$ cat src/rtl/spi_master_ctrl_if.sv
// Fabric request/response handshake plus SPI pins for spi_master_ctrl.
// The master modport is the controller's view; slave is the fabric/SPI-slave side.
interface spi_master_ctrl_if;
  logic       req;
  logic       rw;
  logic [6:0] addr;
  logic [7:0] wdata;
  logic       ack;
  logic [7:0] rdata;
  logic       busy;
  logic       sclk;
  logic       cs;
  logic       mosi;
  logic       miso;
  logic       verify_err;

  modport master (
    input  req, rw, addr, wdata, miso,
    output ack, rdata, busy, sclk, cs, mosi, verify_err
  );

  modport slave (
    output req, rw, addr, wdata, miso,
    input  ack, rdata, busy, sclk, cs, mosi, verify_err
  );
endinterface

$ cat src/rtl/spi_master_ctrl.sv
// Single-byte SPI read/write sequencer with a slow, divided SCLK (mode 0, MSB first).
// Define SPIM_VERIFY_EN to follow every write with an automatic readback frame and compare.
module spi_master_ctrl #(
  parameter int unsigned HALF_PERIOD = 32
) (
  input  logic              clk,
  input  logic              rst_n,
  spi_master_ctrl_if.master bus
);

  localparam int unsigned   CW      = $clog2(2 * HALF_PERIOD);
  localparam logic [CW-1:0] HALF_M1 = CW'(HALF_PERIOD - 1);
  localparam logic [CW-1:0] GAP_M1  = CW'(2 * HALF_PERIOD - 1);

  typedef enum logic [2:0] {
    S_IDLE,
    S_SETUP,
    S_SHIFT_HI,
    S_SHIFT_LO,
    S_HOLD,
    S_GAP
  } state_t;

  state_t        state_q, state_d;
  logic [CW-1:0] cnt_q, cnt_d;
  logic [3:0]    bit_q, bit_d;
  logic [15:0]   tx_q, tx_d;
  logic [7:0]    rx_q, rx_d;
  logic          rw_q, rw_d;
  logic          sclk_q, sclk_d;
  logic          cs_q, cs_d;
  logic          ack_q, ack_d;
  logic          busy_q, busy_d;
  logic [7:0]    rdata_q, rdata_d;
  logic          cnt_zero;

`ifdef SPIM_VERIFY_EN
  logic [6:0]    addr_q, addr_d;
  logic [7:0]    wdata_q, wdata_d;
  logic          rb_q, rb_d;
  logic          verr_q, verr_d;
`endif

  assign cnt_zero = (cnt_q == '0);

  always_comb begin
    state_d = state_q;
    cnt_d   = cnt_q;
    bit_d   = bit_q;
    tx_d    = tx_q;
    rx_d    = rx_q;
    rw_d    = rw_q;
    sclk_d  = sclk_q;
    cs_d    = cs_q;
    ack_d   = 1'b0;
    busy_d  = busy_q;
    rdata_d = rdata_q;
`ifdef SPIM_VERIFY_EN
    addr_d  = addr_q;
    wdata_d = wdata_q;
    rb_d    = rb_q;
    verr_d  = verr_q;
`endif

    // Every phase reloads the divider on exit, so the count never drifts across bits.
    if (state_q != S_IDLE) begin
      cnt_d = cnt_q - 1'b1;
    end

    case (state_q)
      S_IDLE: begin
        if (bus.req) begin
          rw_d    = bus.rw;
          tx_d    = {bus.addr, bus.rw, bus.rw ? 8'h00 : bus.wdata};
          cs_d    = 1'b0;
          sclk_d  = 1'b0;
          busy_d  = 1'b1;
          cnt_d   = HALF_M1;
          state_d = S_SETUP;
`ifdef SPIM_VERIFY_EN
          addr_d  = bus.addr;
          wdata_d = bus.wdata;
          rb_d    = 1'b0;
          verr_d  = 1'b0;
`endif
        end
      end

      S_SETUP: begin
        if (cnt_zero) begin
          sclk_d  = 1'b1;
          rx_d    = {rx_q[6:0], bus.miso};
          bit_d   = '0;
          cnt_d   = HALF_M1;
          state_d = S_SHIFT_HI;
        end
      end

      S_SHIFT_HI: begin
        if (cnt_zero) begin
          sclk_d  = 1'b0;
          tx_d    = {tx_q[14:0], 1'b0};
          cnt_d   = HALF_M1;
          state_d = S_SHIFT_LO;
        end
      end

      S_SHIFT_LO: begin
        if (cnt_zero) begin
          cnt_d = HALF_M1;
          if (bit_q == 4'd15) begin
            state_d = S_HOLD;
          end else begin
            sclk_d  = 1'b1;
            rx_d    = {rx_q[6:0], bus.miso};
            bit_d   = bit_q + 1'b1;
            state_d = S_SHIFT_HI;
          end
        end
      end

      S_HOLD: begin
        if (cnt_zero) begin
          cs_d    = 1'b1;
          tx_d    = '0;
          cnt_d   = GAP_M1;
          state_d = S_GAP;
        end
      end

      S_GAP: begin
        if (cnt_zero) begin
`ifdef SPIM_VERIFY_EN
          // A finished write frame chains straight into a read of the same address.
          if (!rw_q && !rb_q) begin
            rb_d    = 1'b1;
            tx_d    = {addr_q, 1'b1, 8'h00};
            cs_d    = 1'b0;
            cnt_d   = HALF_M1;
            state_d = S_SETUP;
          end else begin
            ack_d   = 1'b1;
            busy_d  = 1'b0;
            rdata_d = rx_q;
            verr_d  = rb_q && (rx_q != wdata_q);
            cnt_d   = '0;
            state_d = S_IDLE;
          end
`else
          ack_d   = 1'b1;
          busy_d  = 1'b0;
          cnt_d   = '0;
          state_d = S_IDLE;
          if (rw_q) begin
            rdata_d = rx_q;
          end
`endif
        end
      end

      default: begin
        state_d = S_IDLE;
        cnt_d   = '0;
      end
    endcase
  end

  always_ff @(posedge clk or negedge rst_n) begin
    if (!rst_n) begin
      state_q <= S_IDLE;
      cnt_q   <= '0;
      bit_q   <= '0;
      tx_q    <= '0;
      rx_q    <= '0;
      rw_q    <= 1'b0;
      sclk_q  <= 1'b0;
      cs_q    <= 1'b1;
      ack_q   <= 1'b0;
      busy_q  <= 1'b0;
      rdata_q <= '0;
`ifdef SPIM_VERIFY_EN
      addr_q  <= '0;
      wdata_q <= '0;
      rb_q    <= 1'b0;
      verr_q  <= 1'b0;
`endif
    end else begin
      state_q <= state_d;
      cnt_q   <= cnt_d;
      bit_q   <= bit_d;
      tx_q    <= tx_d;
      rx_q    <= rx_d;
      rw_q    <= rw_d;
      sclk_q  <= sclk_d;
      cs_q    <= cs_d;
      ack_q   <= ack_d;
      busy_q  <= busy_d;
      rdata_q <= rdata_d;
`ifdef SPIM_VERIFY_EN
      addr_q  <= addr_d;
      wdata_q <= wdata_d;
      rb_q    <= rb_d;
      verr_q  <= verr_d;
`endif
    end
  end

  // MOSI is the head of the transmit shifter, which is zero outside a frame.
  assign bus.mosi  = tx_q[15];
  assign bus.sclk  = sclk_q;
  assign bus.cs    = cs_q;
  assign bus.ack   = ack_q;
  assign bus.busy  = busy_q;
  assign bus.rdata = rdata_q;
`ifdef SPIM_VERIFY_EN
  assign bus.verify_err = verr_q;
`else
  assign bus.verify_err = 1'b0;
`endif

  a_ack_not_busy : assert property (@(posedge clk) disable iff (!rst_n) ack_q |-> !busy_q);
  a_idle_pins    : assert property (@(posedge clk) disable iff (!rst_n) (state_q == S_IDLE) |-> (cs_q && !sclk_q));
  a_sclk_in_cs   : assert property (@(posedge clk) disable iff (!rst_n) sclk_q |-> !cs_q);

endmodule

$ cat src/flat_wrapper.sv
// flat-port wrapper written by rule: the top's interface ports become plain ports
module spi_master_ctrl_flat 
#(
  parameter int unsigned HALF_PERIOD = 32
)
  (clk, rst_n, bus_req, bus_rw, bus_addr, bus_wdata, bus_miso, bus_ack, bus_rdata, bus_busy, bus_sclk, bus_cs, bus_mosi, bus_verify_err);
  spi_master_ctrl_if bus_i ();
  input  logic clk;
  input  logic rst_n;
  input wire logic [$bits(bus_i.req)-1:0] bus_req;
  input wire logic [$bits(bus_i.rw)-1:0] bus_rw;
  input wire logic [$bits(bus_i.addr)-1:0] bus_addr;
  input wire logic [$bits(bus_i.wdata)-1:0] bus_wdata;
  input wire logic [$bits(bus_i.miso)-1:0] bus_miso;
  output wire logic [$bits(bus_i.ack)-1:0] bus_ack;
  output wire logic [$bits(bus_i.rdata)-1:0] bus_rdata;
  output wire logic [$bits(bus_i.busy)-1:0] bus_busy;
  output wire logic [$bits(bus_i.sclk)-1:0] bus_sclk;
  output wire logic [$bits(bus_i.cs)-1:0] bus_cs;
  output wire logic [$bits(bus_i.mosi)-1:0] bus_mosi;
  output wire logic [$bits(bus_i.verify_err)-1:0] bus_verify_err;
  assign bus_i.req = bus_req;
  assign bus_i.rw = bus_rw;
  assign bus_i.addr = bus_addr;
  assign bus_i.wdata = bus_wdata;
  assign bus_i.miso = bus_miso;
  assign bus_ack = bus_i.ack;
  assign bus_rdata = bus_i.rdata;
  assign bus_busy = bus_i.busy;
  assign bus_sclk = bus_i.sclk;
  assign bus_cs = bus_i.cs;
  assign bus_mosi = bus_i.mosi;
  assign bus_verify_err = bus_i.verify_err;
  spi_master_ctrl #(.HALF_PERIOD(HALF_PERIOD)) u_core (.clk(clk), .rst_n(rst_n), .bus(bus_i));
endmodule
$ cat config.mk
export PLATFORM = sky130hd
export DESIGN_NAME = spi_master_ctrl_flat
export DESIGN_NICKNAME = d
export VERILOG_FILES = /design/src/rtl/spi_master_ctrl_if.sv /design/src/rtl/spi_master_ctrl.sv /design/src/flat_wrapper.sv
export SDC_FILE = /design/constraint.sdc
export NUM_CORES = 1
export LEC_CHECK = 0
export ABC_AREA = 1
export CAP_MARGIN = 0
export CELL_PAD_IN_SITES_DETAIL_PLACEMENT = 1
export CELL_PAD_IN_SITES_GLOBAL_PLACEMENT = 1
export CORE_MARGIN = 4
export CORE_UTILIZATION = 36
export CTS_CLUSTER_DIAMETER = 60
export DETAILED_ROUTE_END_ITERATION = 8
export HOLD_SLACK_MARGIN = 0.03
export PLACE_DENSITY = 0.86
export SLEW_MARGIN = 20
export SYNTH_ARGS = -nofsm -noshare
export SYNTH_HDL_FRONTEND = slang
export SYNTH_SLANG_ARGS = --single-unit
$ cat constraint.sdc
create_clock -name clk -period 1.7 [get_ports clk]
set_input_delay 0.255 -clock clk [delete_from_list [all_inputs] [get_ports clk]]
set_output_delay 0.255 -clock clk [all_outputs]
set_load 0.05 [all_outputs]
==> results.py, run 1 <==
metrics = {
    "sta": {
        "slew_violations": 0,
        "max_freq_mhz": 623,
        "fin_crit_sh_pct": 94.4,
        "fin_skew_ns": 0.0159,
        "finalHoldViolCount": 0,
        "fin_ws_ns": 0.0948,
        "post-route-min-period_ns": 1.61,
        "tns_ns": 0,
        "setup_violations": 0,
    },
    "placement": {
        "dp_cells": 452,
        "place_worst_setup_slack_ns": -0.0243,
        "portBuffers": 32,
        "place_congestion": 0.820,
        "post-dp-hpwl_um": 4700,
    },
    "finish": {
        "fillCellCount": 836,
        "syn2layout_area_growth_pct": 25.7,
        "drive_above_1_share_pct": 16.5,
        "layout_commonest_cell": "nand2_1",
        "final_cell_count_no_fill": 465,
        "diodes": 0,
        "most-common-layout-cells": "nand2_1 (125), dfrtp_1 (48), nand3_1 (34), o21ai_0 (33), buf_4 (29)",
        "fin_nets": 391,
    },
    "detailed_routing": {
        "drtPass1Iterations": 4,
        "postRouteAntennaNets": 0,
        "routed_wirelength_um": 6700,
        "drc": 0,
        "drt_iter0_drc": 129,
        "wl_per_cell_um": 14.4,
        "viasPerCell": 4.87,
        "vias": 2264,
    },
    "setup_path": {
        "endpoint_kind": "register",
        "startpoint_type": "register",
        "cp_data_required_time_ns": 1.90,
        "critical_path_class": "register to register",
        "crit_fanout": 5,
        "critical_path_arrival_ns": 1.80,
    },
    "status": {
        "status": "complete, no violations",
    },
    "global_routing": {
        "grtUsageMet2_pct": 29.3,
        "use_met1_pct": 20.3,
        "antenna_found_initial": 0,
        "grt.total_usage_pct": 16.4,
        "gr-usage-met3_pct": 2.98,
        "grt_max_degree": 51,
        "overflow": 0,
        "top_usage_layer": "met2",
        "grt_pass1_vias": 2359,
        "grt_pass1_wl_um": 11200,
    },
    "logic_synthesis": {
        "yosysUniqueCellTypes": 30,
        "syn-cell-area_um2": 2510,
        "yosys_warnings": 0,
        "ys_seq_area_share_pct": 50.0,
        "yosys_register_bits": 50,
        "avgSynthCellArea_um2": 7.88,
        "synthCells": 318,
        "synth_nets": 341,
    },
    "clock_network": {
        "cts_buffer_depth": 2,
        "cts_tree": "built",
        "cts.sinks": 50,
        "htree_num_levels": 2,
        "cts-root-buf": "clkbuf_8",
        "cts_buffers": 5,
        "clk_latency_ns": 0.32,
        "path_clk_slew_ns": 0.11,
    },
    "floorplan": {
        "coreArea_um2": 6790,
        "rows": 30,
        "io_pins": 34,
        "die_y_um": 91.4,
        "floorplan.initialDensity_pct": 36.9,
        "dieWidth_um": 91.4,
        "die_area_um2": 8360,
    },
    "power_and_ir_drop": {
        "combPwrFrac_pct": 47.2,
        "p_clk_share_pct": 15.8,
        "pwr-share-seq_pct": 37.0,
        "peakVddDrop_mv": 0.445,
        "power_switching_share_pct": 45.4,
        "p_int_mw": 2.63,
        "p_sw_mw": 2.19,
        "p_total_mw": 4.81,
        "p_per_area_nw_per_um2": 1530,
        "p_leak_nw": 1.60,
    },
    "flow_run": {
        "cap_violations": 0,
    },
    "min_path": {
        "hold_path.class": "primary input to asynchronous set/reset pin",
    },
}
==> area by class of cell <==
cell class | count | area [um^2] | share of cell area [%]
sequential | 50 | 1250 | 39.8
tap | 96 | 120 | 3.81
clock buffer | 5 | 68.8 | 2.18
clock inverter | 3 | 26.3 | 0.834
multi-input combinational | 234 | 1120 | 35.7
inverter | 25 | 93.8 | 2.98
timing repair buffer | 52 | 464 | 14.7
==> registers in the layout, indices dropped and copies added, names as in the netlist <==
| name | count |
|---|---|
| u_core.bus.busy | 1 |
| u_core.rw_q | 1 |
| u_core.bus.rdata | 8 |
| u_core.bus.cs | 1 |
| u_core.bus.sclk | 1 |
| u_core.bus.ack | 1 |
| u_core.bit_q | 4 |
| u_core.cnt_q | 6 |
| u_core.rx_q | 8 |
| u_core.tx_q | 16 |
| u_core.state_q | 3 |
==> kinds of logic (layout without fill, tap and decap cells) <==
| family | after synthesis | count (layout) | share of synthesized area (%) |
|---|---|---|---|
| XOR/XNOR | 1 | 1 | 0.350 |
| other | 1 | 1 | 0.150 |
| buffers and inverters | 35 | 85 | 6.14 |
| adder cells (fa/ha/maj) | 3 | 3 | 1.50 |
| AND/OR/NAND/NOR | 187 | 188 | 33.0 |
| flip-flops | 50 | 50 | 50.0 |
| AO/OA/AOI/OAI | 41 | 41 | 8.89 |
==> synthesized netlist by cell type <==
cell,count,area (um^2)
ha_1,3,37.5
buf_4,1,7.51
a21oi_1,3,15.0
xor2_1,1,8.76
dfrtp_1,49,1230
nor3_1,1,5.00
nor2_1,12,45.0
nor3_2,1,10.0
nand3_1,34,170
dfstp_2,1,26.3
buf_2,3,15.0
o211ai_1,2,15.0
o21ai_1,1,5.00
nand3b_1,2,15.0
nand2_4,1,11.3
buf_6,2,22.5
nand2_2,2,12.5
nand4_1,3,18.8
o21ai_0,33,165
inv_2,1,3.75
nor2_4,2,22.5
or2_2,1,6.26
a21oi_4,1,16.3
nand4_4,1,21.3
conb_1,1,3.75
inv_1,24,90.1
clkbuf_1,4,15.0
o22ai_1,1,6.26
nand2_1,126,473
nor3_4,1,16.3
==> power groups by stage <==
stage | logic (mW) | clock network, mW | registers (mW)
finish | 2.27 | 0.758 | 1.78
global route | 2.59 | 0.827 | 1.82
CTS | 2.22 | 0.772 | 1.77
detailed placement | 2.20 | 0 | 1.79
global placement | 2.08 | 0 | 1.76
floorplan | 1.47 | 0 | 1.80
==> metal layers <==
metal  part of all wire (%)  vias up
li1                       -     1118
met1                     44     1125
met2                     53       16
met3                    1.4        5
met4                    1.0        0
met5                      0        -
==> worst paths after layout <==
kind	to	slack, ns	from	cells past startpoint
worst max-delay path	u_core.cnt_q[1]	0.09	u_core.cnt_q[1]	7
worst min-delay path	u_core.cnt_q[3]	0.44	rst_n	3
worst max register to register	u_core.cnt_q[1]	0.09	u_core.cnt_q[1]	7
worst min register to register	u_core.tx_q[8]	0.49	u_core.tx_q[8]	2
max in group asynchronous	u_core.bus.cs	0.97	rst_n	3
min in group clk	u_core.tx_q[8]	0.49	u_core.tx_q[8]	2
==> through the flow <==
step	hold WS [ns]	util (%)	cell area (um^2)
floorplan	-0.0406	-	2510
global placement	0.266	44.1	2990
detailed placement	0.269	44.1	2990
CTS	0.457	45.7	3100
global route	0.468	46.4	3150
finish	0.438	46.4	3150
==> timing repair <==
| action | in CTS | in global routing |
|---|---|---|
| setup buffers | 0 | 3 |
| gates cloned | 0 | 1 |
| setup endpoints to repair | 7 | 43 |
| resized for setup | 1 | 7 |
| hold buffers | 1 | 0 |
| endpoints found under the hold margin | 49 | 0 |
| pin swaps | 0 | 2 |
==> critical path, stage by stage (launching register included) <==
cell and delay, ns:
dfrtp_1 0.40, inv_1 0.11, ha_2 0.23, nand4_4 0.15
nand2_1 0.16, nand3b_1 0.21, nand2_1 0.13, o211ai_1 0.09
(Power assumes the default switching activity.)
==> run 2: changes to the inputs <==
- REMOVE_ABC_BUFFERS: default -> 1
==> results.py, run 2 (same netlist as run 1, synthesis figures left out) <==
metrics = {
    "finish": {
        "finish.utilization_pct": 46.7,
        "regMostFlops": "u_core.tx_q",
        "layout_commonest_cell": "nand2_1",
        "most-common-layout-cells": "nand2_1 (125), dfrtp_1 (47), nand3_1 (32), o21ai_0 (32), buf_4 (23)",
        "largest_register_ffs": 16,
        "design_area_um2": 3180,
        "fillCellCount": 834,
        "fin_nets": 387,
        "syn2layout_area_growth_pct": 26.7,
        "diodes": 0,
        "drive_above_1_share_pct": 16.7,
    },
    "clock_network": {
        "cts.sinks": 50,
        "htree_num_levels": 2,
        "clk_latency_ns": 0.32,
        "path_clk_slew_ns": 0.11,
        "cts_buffer_depth": 2,
        "cts_buffers": 5,
        "cts_tree": "built",
        "cts-root-buf": "clkbuf_8",
    },
    "flow_run": {
        "cap_violations": 0,
    },
    "power_and_ir_drop": {
        "p_leak_nw": 1.59,
        "p_per_area_nw_per_um2": 1550,
        "p_sw_mw": 2.23,
        "peakVddDrop_mv": 0.510,
        "pwr-share-seq_pct": 36.3,
        "power_switching_share_pct": 45.4,
        "p_clk_share_pct": 15.5,
        "p_int_mw": 2.68,
        "combPwrFrac_pct": 48.2,
    },
    "sta": {
        "setup_violations": 0,
        "max_freq_mhz": 627,
        "tns_ns": 0,
        "fin_crit_sh_pct": 93.9,
        "fin_skew_ns": 0.0157,
        "post-route-min-period_ns": 1.60,
        "slew_violations": 0,
        "finalHoldViolCount": 0,
    },
    "detailed_routing": {
        "drtPass1Iterations": 4,
        "wl_per_cell_um": 14.8,
        "viasPerCell": 4.93,
        "vias": 2271,
        "drc": 0,
        "postRouteAntennaNets": 0,
        "drt_iter0_drc": 72,
        "routed_wirelength_um": 6820,
    },
    "floorplan": {
        "io_pins": 34,
        "floorplan.initialDensity_pct": 36.9,
        "die_y_um": 91.4,
        "coreArea_um2": 6790,
        "dieWidth_um": 91.4,
        "die_area_um2": 8360,
        "rows": 30,
    },
    "placement": {
        "post-dp-hpwl_um": 4700,
        "place_congestion": 0.812,
        "placed_cell_area_um2": 3000,
        "portBuffers": 32,
    },
    "setup_path": {
        "worstReg2RegStart": "u_core.state_q[1]",
        "startpoint_type": "register",
        "critical_path_class": "register to register",
        "r2r-end": "u_core.tx_q[12]",
        "cp_data_required_time_ns": 1.90,
        "r2r_slack_ns": 0.10,
        "endpoint_kind": "register",
        "critical_path_arrival_ns": 1.80,
        "worstRegToRegCells": 8,
        "crit_fanout": 7,
    },
    "status": {
        "status": "complete, no violations",
    },
    "global_routing": {
        "grt.total_usage_pct": 16.7,
        "grt_pass1_wl_um": 11300,
        "antenna_found_initial": 0,
        "grt_max_degree": 38,
        "grt_pass1_vias": 2349,
        "overflow": 0,
    },
    "min_path": {
        "hold_path.class": "primary input to asynchronous set/reset pin",
    },
}
==> run 2: per-stage QoR <==
stage,cells,worst slack (ns),power (mW),hold WS (ns)
after global placement,450,0.0629,3.90,0.192
after detailed placement,450,-0.0586,4.02,0.198
after CTS,459,0.00411,4.82,0.385
after floorplan,308,-0.112,3.18,-0.0406
after global routing,461,-0.00997,5.32,0.410
final,461,0.104,4.92,0.371
==> run 2: per-layer routing <==
| metal | up-vias | GRT usage, % | routed length (um) |
|---|---|---|---|
| li1 | 1116 | - | - |
| met1 | 1112 | 21.6 | 3020 |
| met2 | 32 | 27.8 | 3510 |
| met3 | 11 | 3.07 | 176 |
| met4 | 0 | 5.78 | 114 |
| met5 | - | 0 | 0 |
==> run 2: final cells by class <==
cell class | count | area [um^2] | area share, %
Clock buffer | 5 | 68.8 | 2.17
Clock inverter | 3 | 28.8 | 0.906
Inverter | 25 | 93.8 | 2.96
Multi-Input combinational cell | 234 | 1150 | 36.2
Sequential cell | 50 | 1250 | 39.5
Tap cell | 96 | 120 | 3.78
Timing Repair Buffer | 48 | 459 | 14.5
==> run 2: critical path, stage by stage, from the launching register on <==
cell and delay [ns]:
dfrtp_1 0.44, inv_1 0.12, nor2_1 0.15, nand2_1 0.09
nand2_1 0.18, nand2_2 0.15, buf_4 0.19, nand3_1 0.09
nand2_1 0.06
==> run 2: power groups by stage <==
stage	combinational (mW)	clock (mW)	sequential (mW)
after floorplan	1.39	0	1.80
after global placement	2.13	0	1.77
after detailed placement	2.24	0	1.78
after CTS	2.27	0.780	1.77
after global routing	2.67	0.822	1.83
final	2.37	0.763	1.78
==> run 2: worst max path at each step <==
stage,startpoint,endpoint
after floorplan,u_core.state_q[2],u_core.tx_q[0]
after global placement,u_core.cnt_q[1],u_core.bus.rdata[3]
final,u_core.state_q[1],u_core.tx_q[12]
after CTS,u_core.cnt_q[1],u_core.bit_q[0]
after global routing,u_core.state_q[1],u_core.tx_q[4]
after detailed placement,u_core.cnt_q[1],u_core.bus.rdata[6]
==> run 2: repair_timing <==
| action | 4_1_cts | 5_1_grt |
|---|---|---|
| buffers inserted | 0 | 1 |
| gates resized for setup | 3 | 12 |
| pin swaps | 0 | 2 |
| hold endpoints to repair | 12 | 0 |
| hold buffers | 1 | 0 |
| cloned | 0 | 1 |
| endpoints found under the setup margin | 11 | 43 |
